**src/rtl/mem_stage_pkg.sv**
```systemverilog
// Shared definitions for the MEM pipeline stage: request field encodings,
// FSM state enum, memory-map defaults and the captured-request record.
package mem_stage_pkg;

  localparam logic [1:0] OP_PASS     = 2'b00;
  localparam logic [1:0] OP_LOAD     = 2'b01;
  localparam logic [1:0] OP_STORE    = 2'b10;
  localparam logic [1:0] OP_PASS_ALT = 2'b11;

  localparam logic [1:0] SZ_BYTE = 2'b00;
  localparam logic [1:0] SZ_HALF = 2'b01;
  localparam logic [1:0] SZ_WORD = 2'b10;
  localparam logic [1:0] SZ_ILL  = 2'b11;

  // Idle address sits outside the 4 KiB array so the memory never sees it
  // as a real access; the limit keeps all four bytes of an access in range.
  localparam logic [31:0] PARK_ADDR_DEF  = 32'hFFFF_FFF0;
  localparam logic [31:0] ADDR_LIMIT_DEF = 32'h0000_0FFC;

  typedef enum logic [2:0] {
    ST_IDLE,
    ST_LOAD,
    ST_STORE_RD,
    ST_STORE_GAP,
    ST_STORE_WR,
    ST_RESP
  } state_e;

  // Request fields kept for the life of one in-flight access. For sub-word
  // stores wdata is overwritten with the merged word after the read phase.
  typedef struct packed {
    logic [1:0]  size;
    logic        uns;
    logic [31:0] addr;
    logic [31:0] wdata;
    logic [4:0]  rd;
  } mem_req_t;

  // Only loads and stores touch memory; both pass encodings are ALU results.
  function automatic logic is_access(input logic [1:0] op);
    return (op == OP_LOAD) || (op == OP_STORE);
  endfunction

endpackage

```
**src/rtl/mem_lane_align.sv**
```systemverilog
// Combinational lane logic for the MEM stage.
//   chk_op/chk_size/chk_addr -> fault : access legality of an incoming request
//   lane_size/lane_uns/rdata -> load_data : extracted, sign/zero-extended load
//   lane_size/rdata/wdata    -> merged : read-modify-write store word
// Lane 0 is always the byte at the access address (little-endian port).
module mem_lane_align
  import mem_stage_pkg::*;
#(
  parameter logic [31:0] ADDR_LIMIT = ADDR_LIMIT_DEF
) (
  input  logic [1:0]  chk_op,
  input  logic [1:0]  chk_size,
  input  logic [31:0] chk_addr,
  output logic        fault,
  input  logic [1:0]  lane_size,
  input  logic        lane_uns,
  input  logic [31:0] rdata,
  input  logic [31:0] wdata,
  output logic [31:0] load_data,
  output logic [31:0] merged
);

  logic misalign;

  always_comb begin
    misalign = ((chk_size == SZ_HALF) && chk_addr[0]) ||
               ((chk_size == SZ_WORD) && (chk_addr[1:0] != 2'b00));
    fault    = 1'b0;
    if (is_access(chk_op))
      fault = (chk_size == SZ_ILL) || misalign || (chk_addr > ADDR_LIMIT);
  end

  always_comb begin
    case (lane_size)
      SZ_BYTE: load_data = {{24{~lane_uns & rdata[7]}},  rdata[7:0]};
      SZ_HALF: load_data = {{16{~lane_uns & rdata[15]}}, rdata[15:0]};
      default: load_data = rdata;
    endcase
  end

  always_comb begin
    case (lane_size)
      SZ_BYTE: merged = {rdata[31:8],  wdata[7:0]};
      SZ_HALF: merged = {rdata[31:16], wdata[15:0]};
      default: merged = wdata;
    endcase
  end

endmodule

```
**src/rtl/mem_access_stage.sv**
```systemverilog
// MEM pipeline stage: accepts one load/store/pass request from EX at a time,
// drives the shared memory data port and returns one registered result to WB.
// Ports:
//   clk, rst_n                        clock, async active-low reset
//   ex_valid/ex_ready                 EX request handshake
//   ex_op/size/unsigned/addr/wdata/rd request fields
//   mem_addr/rw/wdata, mem_rdata      memory data port (rdata combinational)
//   wb_valid/wb_ready                 WB result handshake
//   wb_data/rd/we/fault               registered result
module mem_access_stage
  import mem_stage_pkg::*;
#(
  parameter logic [31:0] ADDR_LIMIT = ADDR_LIMIT_DEF,
  parameter logic [31:0] PARK_ADDR  = PARK_ADDR_DEF
) (
  input  logic        clk,
  input  logic        rst_n,
  input  logic        ex_valid,
  output logic        ex_ready,
  input  logic [1:0]  ex_op,
  input  logic [1:0]  ex_size,
  input  logic        ex_unsigned,
  input  logic [31:0] ex_addr,
  input  logic [31:0] ex_wdata,
  input  logic [4:0]  ex_rd,
  output logic [31:0] mem_addr,
  output logic        mem_rw,
  output logic [31:0] mem_wdata,
  input  logic [31:0] mem_rdata,
  output logic        wb_valid,
  input  logic        wb_ready,
  output logic [31:0] wb_data,
  output logic [4:0]  wb_rd,
  output logic        wb_we,
  output logic        wb_fault
);

  state_e      state_q, state_d;
  mem_req_t    req_q, req_d;
  logic [31:0] mem_addr_q, mem_addr_d;
  logic        mem_rw_q, mem_rw_d;
  logic [31:0] mem_wdata_q, mem_wdata_d;
  logic        wb_valid_q, wb_valid_d;
  logic [31:0] wb_data_q, wb_data_d;
  logic [4:0]  wb_rd_q, wb_rd_d;
  logic        wb_we_q, wb_we_d;
  logic        wb_fault_q, wb_fault_d;

  logic        req_fault;
  logic [31:0] load_data;
  logic [31:0] merged;

  // Fault decode sees the live EX fields; extraction/merge use the captured
  // request against whatever the memory returns this cycle.
  mem_lane_align #(.ADDR_LIMIT(ADDR_LIMIT)) u_lane (
    .chk_op    (ex_op),
    .chk_size  (ex_size),
    .chk_addr  (ex_addr),
    .fault     (req_fault),
    .lane_size (req_q.size),
    .lane_uns  (req_q.uns),
    .rdata     (mem_rdata),
    .wdata     (req_q.wdata),
    .load_data (load_data),
    .merged    (merged)
  );

  assign ex_ready = (state_q == ST_IDLE);

  always_comb begin
    state_d     = state_q;
    req_d       = req_q;
    mem_wdata_d = mem_wdata_q;
    wb_data_d   = wb_data_q;
    wb_rd_d     = wb_rd_q;
    wb_we_d     = wb_we_q;
    wb_fault_d  = wb_fault_q;

    case (state_q)
      ST_IDLE: begin
        if (ex_valid) begin
          req_d = '{size: ex_size, uns: ex_unsigned, addr: ex_addr,
                    wdata: ex_wdata, rd: ex_rd};
          wb_rd_d = ex_rd;
          if (!is_access(ex_op)) begin
            state_d    = ST_RESP;
            wb_data_d  = ex_addr;
            wb_we_d    = 1'b1;
            wb_fault_d = 1'b0;
          end else if (req_fault) begin
            state_d    = ST_RESP;
            wb_data_d  = '0;
            wb_we_d    = 1'b0;
            wb_fault_d = 1'b1;
          end else if (ex_op == OP_LOAD) begin
            state_d = ST_LOAD;
          end else if (ex_size == SZ_WORD) begin
            state_d     = ST_STORE_WR;
            mem_wdata_d = ex_wdata;
          end else begin
            state_d = ST_STORE_RD;
          end
        end
      end
      ST_LOAD: begin
        state_d    = ST_RESP;
        wb_data_d  = load_data;
        wb_we_d    = 1'b1;
        wb_fault_d = 1'b0;
      end
      ST_STORE_RD: begin
        // Fold the old word into the store data now; the write phase only
        // has to replay the captured word.
        req_d.wdata = merged;
        state_d     = ST_STORE_GAP;
      end
      ST_STORE_GAP: begin
        state_d     = ST_STORE_WR;
        mem_wdata_d = req_q.wdata;
      end
      ST_STORE_WR: begin
        state_d    = ST_RESP;
        wb_data_d  = '0;
        wb_we_d    = 1'b0;
        wb_fault_d = 1'b0;
      end
      ST_RESP: begin
        if (wb_ready) state_d = ST_IDLE;
      end
      default: state_d = ST_IDLE;
    endcase

    // Port outputs follow the next state so address, rw and write data all
    // change on the same edge; the memory keys off the address change.
    wb_valid_d = (state_d == ST_RESP);
    mem_rw_d   = (state_d == ST_STORE_WR);
    if ((state_d == ST_LOAD) || (state_d == ST_STORE_RD) || (state_d == ST_STORE_WR))
      mem_addr_d = req_d.addr;
    else
      mem_addr_d = PARK_ADDR;
  end

  always_ff @(posedge clk or negedge rst_n) begin
    if (!rst_n) begin
      state_q     <= ST_IDLE;
      req_q       <= '0;
      mem_addr_q  <= PARK_ADDR;
      mem_rw_q    <= 1'b0;
      mem_wdata_q <= '0;
      wb_valid_q  <= 1'b0;
      wb_data_q   <= '0;
      wb_rd_q     <= '0;
      wb_we_q     <= 1'b0;
      wb_fault_q  <= 1'b0;
    end else begin
      state_q     <= state_d;
      req_q       <= req_d;
      mem_addr_q  <= mem_addr_d;
      mem_rw_q    <= mem_rw_d;
      mem_wdata_q <= mem_wdata_d;
      wb_valid_q  <= wb_valid_d;
      wb_data_q   <= wb_data_d;
      wb_rd_q     <= wb_rd_d;
      wb_we_q     <= wb_we_d;
      wb_fault_q  <= wb_fault_d;
    end
  end

  assign mem_addr  = mem_addr_q;
  assign mem_rw    = mem_rw_q;
  assign mem_wdata = mem_wdata_q;
  assign wb_valid  = wb_valid_q;
  assign wb_data   = wb_data_q;
  assign wb_rd     = wb_rd_q;
  assign wb_we     = wb_we_q;
  assign wb_fault  = wb_fault_q;

endmodule
```
**config.mk**
```make
export PLATFORM = sky130hd
export DESIGN_NAME = mem_access_stage
export DESIGN_NICKNAME = d
export VERILOG_FILES = /design/src/rtl/mem_stage_pkg.sv /design/src/rtl/mem_lane_align.sv /design/src/rtl/mem_access_stage.sv
export SDC_FILE = /design/constraint.sdc
export NUM_CORES = 1
export LEC_CHECK = 0
export BUFFER_PORTS_ARGS = -buffer_cell sky130_fd_sc_hd__clkbuf_2
export CAP_MARGIN = 15
export CORE_MARGIN = 4
export CORE_UTILIZATION = 49
export DETAILED_ROUTE_END_ITERATION = 16
export PLACE_DENSITY = 0.72
export SYNTH_ARGS = -nofsm -noshare
export SYNTH_HDL_FRONTEND = slang
export SYNTH_SLANG_ARGS = --single-unit
```
**constraint.sdc**
```tcl
create_clock -name clk -period 3.23 [get_ports clk]
set_clock_uncertainty 0.05 [all_clocks]
set_input_delay 0.646 -clock clk [delete_from_list [all_inputs] [get_ports clk]]
set_output_delay 0.646 -clock clk [all_outputs]
set_load 0.01 [all_outputs]
```
==> impl_metrics.env <==
export IMPL_status="finished clean"
export IMPL_ir_drop_uv=419
export IMPL_die_h_um=136
export IMPL_fin_crit_ns=2.64
export IMPL_synth_area_um2=7970
export IMPL_crit_type="in2reg"
export IMPL_synth_fa_ha_area_frac=0.00157
export IMPL_dp_hpwl_mm=15.3
export IMPL_rsz0062_at_grt="no"
export IMPL_grt_pass1_wl_mm=34.1
export IMPL_critPathLaunchType="input pin"
export IMPL_synthXorXnorAreaFrac=0
export IMPL_synth_area_leaders="dfrtp_1 46%, mux2_2 9.5%, dfstp_2 9.2%"
export IMPL_synth_nets=836
export IMPL_critPathArrivalTime_ns=2.89
export IMPL_finish_net_count=1036
export IMPL_yosysSeqAreaShare=0.554
export IMPL_grt_use_total=0.238
export IMPL_synth_seq_cells=175
export IMPL_core_area_um2=15900
export IMPL_grt_met3_usage=0.0531
export IMPL_slew_viol_final=0
export IMPL_routed_wl_mm=21.5
export IMPL_slowest_stage="o21ai_4"
export IMPL_cts_tree="done"
export IMPL_power_density_nw_per_um2=952
export IMPL_combPwrFrac=0.366
export IMPL_drive_gt1_frac=0.430
export IMPL_instances_no_fill=1155
export IMPL_port_buffers=215
export IMPL_syn_area_per_cell_um2=11.0
export IMPL_required_ns=3.48
export IMPL_synth_top_family_by_area="simple AND/OR/NAND/NOR gates"
export IMPL_internal_power_w=0.00623
export IMPL_switching_share=0.337
export IMPL_tns_ns=0
export IMPL_p_total_w=0.00940
export IMPL_cts_buffers=17
export IMPL_ant_nets=0
export IMPL_switching_power_w=0.00317
export IMPL_die_x_um=136
export IMPL_max_cap_violations=0
export IMPL_fmax_mhz=379
export IMPL_cp_num_buf_inv=2
export IMPL_power_frac_seq=0.401
export IMPL_grt_pass1_vias=6242
export IMPL_setup_violations=0
export IMPL_path_max_fanout=33
export IMPL_grt_busiest_layer="met1"
export IMPL_cpLargestDelayFamily="compound AO/OA/AOI/OAI gates"
export IMPL_yosysTopAreaCell="dfrtp_1"
export IMPL_drt_initial_drc_count=427
export IMPL_cts_htree_levels=4
export IMPL_grtUsageMet1=0.349
export IMPL_path_cells="clkbuf_2 > inv_1 > ha_1 > nor3_1 > and4_1 > and3_1 > o21ai_4 > mux2_2"
export IMPL_initial_core_util=0.502
export IMPL_cts_sinks=175
export IMPL_drc=0
export IMPL_vias=6227
export IMPL_cts_root_buf="clkbuf_16"
export IMPL_io_pins=216
export IMPL_synthArstFlopShare=1.00
export IMPL_synth_compound_area_frac=0.0932
export IMPL_wire_per_inst_um=18.6
export IMPL_netlist_instances=725
export IMPL_dp_cells=1122
export IMPL_final_hold_violation_count=0
export IMPL_hold_class="in2async"
export IMPL_synth_simple_gate_area_share=0.164
export IMPL_p_leak_nw=4.98
export IMPL_power_frac_clock=0.233
export IMPL_synth_edf_count=0
export IMPL_viasPerCell=5.39
export IMPL_antenna_found_initial=1
export IMPL_synth_top_area_share=0.462
export IMPL_end_kind="flip-flop"
export IMPL_syn2layout_area_growth_pct=23.9
export IMPL_met2_usage=0.346
export IMPL_cts_path_max_buffers=2
export IMPL_yosysWarnings=0
export IMPL_grt_start_max_net_pins=81
export IMPL_synth_ff_type="dfrtp_1"
export IMPL_synth_area_mux_share=0.152
export IMPL_num_rows=46
export IMPL_yosysUniqueCellTypes=45
export IMPL_gp_congestion=0.849
export IMPL_cts_resized=0
export IMPL_grt_overflow=0
export IMPL_critPathMaxStageDelay_ns=0.83
export IMPL_finalCritPeriodShare=0.818
export IMPL_dieArea_um2=18400
export IMPL_cts_hold_buf=0
export IMPL_drt_pass1_iter_count=5
export IMPL_relSlewSlack=0.286
export IMPL_clkLatencyLatePin_ns=0.42
export IMPL_cts_setup_buffers=0
export IMPL_cts_clk_slew_worst_paths_ns=0.06
export IMPL_tightestPinTransition_ns=1.07
through the flow:
step	utilization	setup WS (ns)	instance area [µm²]	hold WS, ns
2_1_floorplan	-	0.588	7970	0.300
3_3_place_gp	0.582	0.205	9240	0.396
3_5_place_dp	0.582	0.186	9240	0.406
4_1_cts	0.622	0.609	9870	0.217
5_1_grt	0.622	0.458	9880	0.263
6_report	0.622	0.589	9880	0.199
routing by layer:
layer | share of wire | vias up
met5 | 0 | -
met4 | 0.025 | 0
met3 | 0.066 | 36
met2 | 0.45 | 250
met1 | 0.46 | 3035
li1 | - | 2906
power by group through the flow:
| stage | clock network, W | logic [W] | registers [W] |
|---|---|---|---|
| 2_1_floorplan | 0 | 0.00218 | 0.00388 |
| 3_3_place_gp | 0 | 0.00339 | 0.00376 |
| 3_5_place_dp | 0 | 0.00346 | 0.00378 |
| 4_1_cts | 0.00222 | 0.00348 | 0.00376 |
| 5_1_grt | 0.00232 | 0.00378 | 0.00387 |
| 6_report | 0.00219 | 0.00344 | 0.00377 |
synth_stat cells, drive strengths merged (2+ instances only):
| library cell | count |
|---|---|
| a22o | 16 |
| and2 | 8 |
| o2bb2ai | 16 |
| buf | 15 |
| nor2b | 17 |
| nor3b | 2 |
| dfrtp | 147 |
| inv | 5 |
| o211a | 3 |
| nand3 | 38 |
| clkbuf | 38 |
| and3 | 25 |
| nor2 | 5 |
| or2 | 2 |
| mux2i | 2 |
| nand2 | 172 |
| mux2 | 96 |
| o21ai | 37 |
| dfstp | 28 |
| a21oi | 30 |
| nor4 | 4 |
| or3 | 3 |
| a311oi | 2 |
| nor3 | 2 |
| nand4 | 3 |
cells by family (layout without fill, tap and decap cells):
| group | count (synthesis) | after routing |
|---|---|---|
| buffers and inverters | 58 | 271 |
| other | 0 | 1 |
| AND/OR/NAND/NOR | 283 | 283 |
| AO/OA/AOI/OAI | 110 | 110 |
| flip-flops | 175 | 175 |
| adder cells (fa/ha/maj) | 1 | 1 |
| multiplexers | 98 | 98 |
cell type report:
cell class | instances | area (µm²)
fill | 1334 | 6010
sequential | 175 | 4410
multi-input combinational | 492 | 3290
timing repair buffer | 234 | 1250
clock buffer | 20 | 447
tap | 216 | 270
clock inverter | 12 | 185
inverter | 5 | 18.8
antenna | 1 | 2.50
layout by cell type, fill, tap and decap left out, types with 2 or more instances in the layout:
| cell type | n |
|---|---|
| a21oi_1 | 29 |
| nor2b_1 | 17 |
| nor2_1 | 4 |
| mux2_4 | 29 |
| bufinv_16 | 4 |
| nand4_1 | 2 |
| and3_1 | 25 |
| o2bb2ai_1 | 16 |
| clkinv_4 | 5 |
| buf_4 | 17 |
| nor4_1 | 4 |
| o21ai_0 | 35 |
| dfrtp_1 | 147 |
| a22o_1 | 16 |
| nor3_1 | 2 |
| buf_12 | 2 |
| o211a_1 | 3 |
| inv_1 | 4 |
| nand3_1 | 38 |
| or2_2 | 2 |
| mux2_2 | 67 |
| mux2i_1 | 2 |
| dfstp_2 | 28 |
| nand2_1 | 171 |
| clkbuf_16 | 17 |
| clkbuf_2 | 214 |
| or3_4 | 2 |
| and2_1 | 7 |
| clkbuf_1 | 2 |
worst paths after layout:
kind                                  startpoint                       to  slack [ns]  cells after the start
max                                     ex_op[1]  wb_data[28]$_DFFE_PN0P_        0.59                      8
min                                        rst_n     req_q[9]$_DFFE_PN0P_        0.20                      1
min in group clk                        ex_rd[1]     wb_rd[1]$_DFFE_PN0P_        0.37                      3
max in group asynchronous                  rst_n    mem_addr[8]$_DFF_PN1_        2.13                      2
min reg2reg                req_q[11]$_DFFE_PN0P_    req_q[11]$_DFFE_PN0P_        0.42                      2
max reg2reg                 state_q[2]$_DFF_PN0_    req_q[13]$_DFFE_PN0P_        0.70                      6
sequential cells by signal, indices dropped and copies added, names as in the netlist, 3 cells and up:
name / count
req_q: 67
mem_addr: 32
mem_wdata: 32
wb_data: 32
wb_rd: 5
state_q: 3
(Power assumes the default switching activity.)
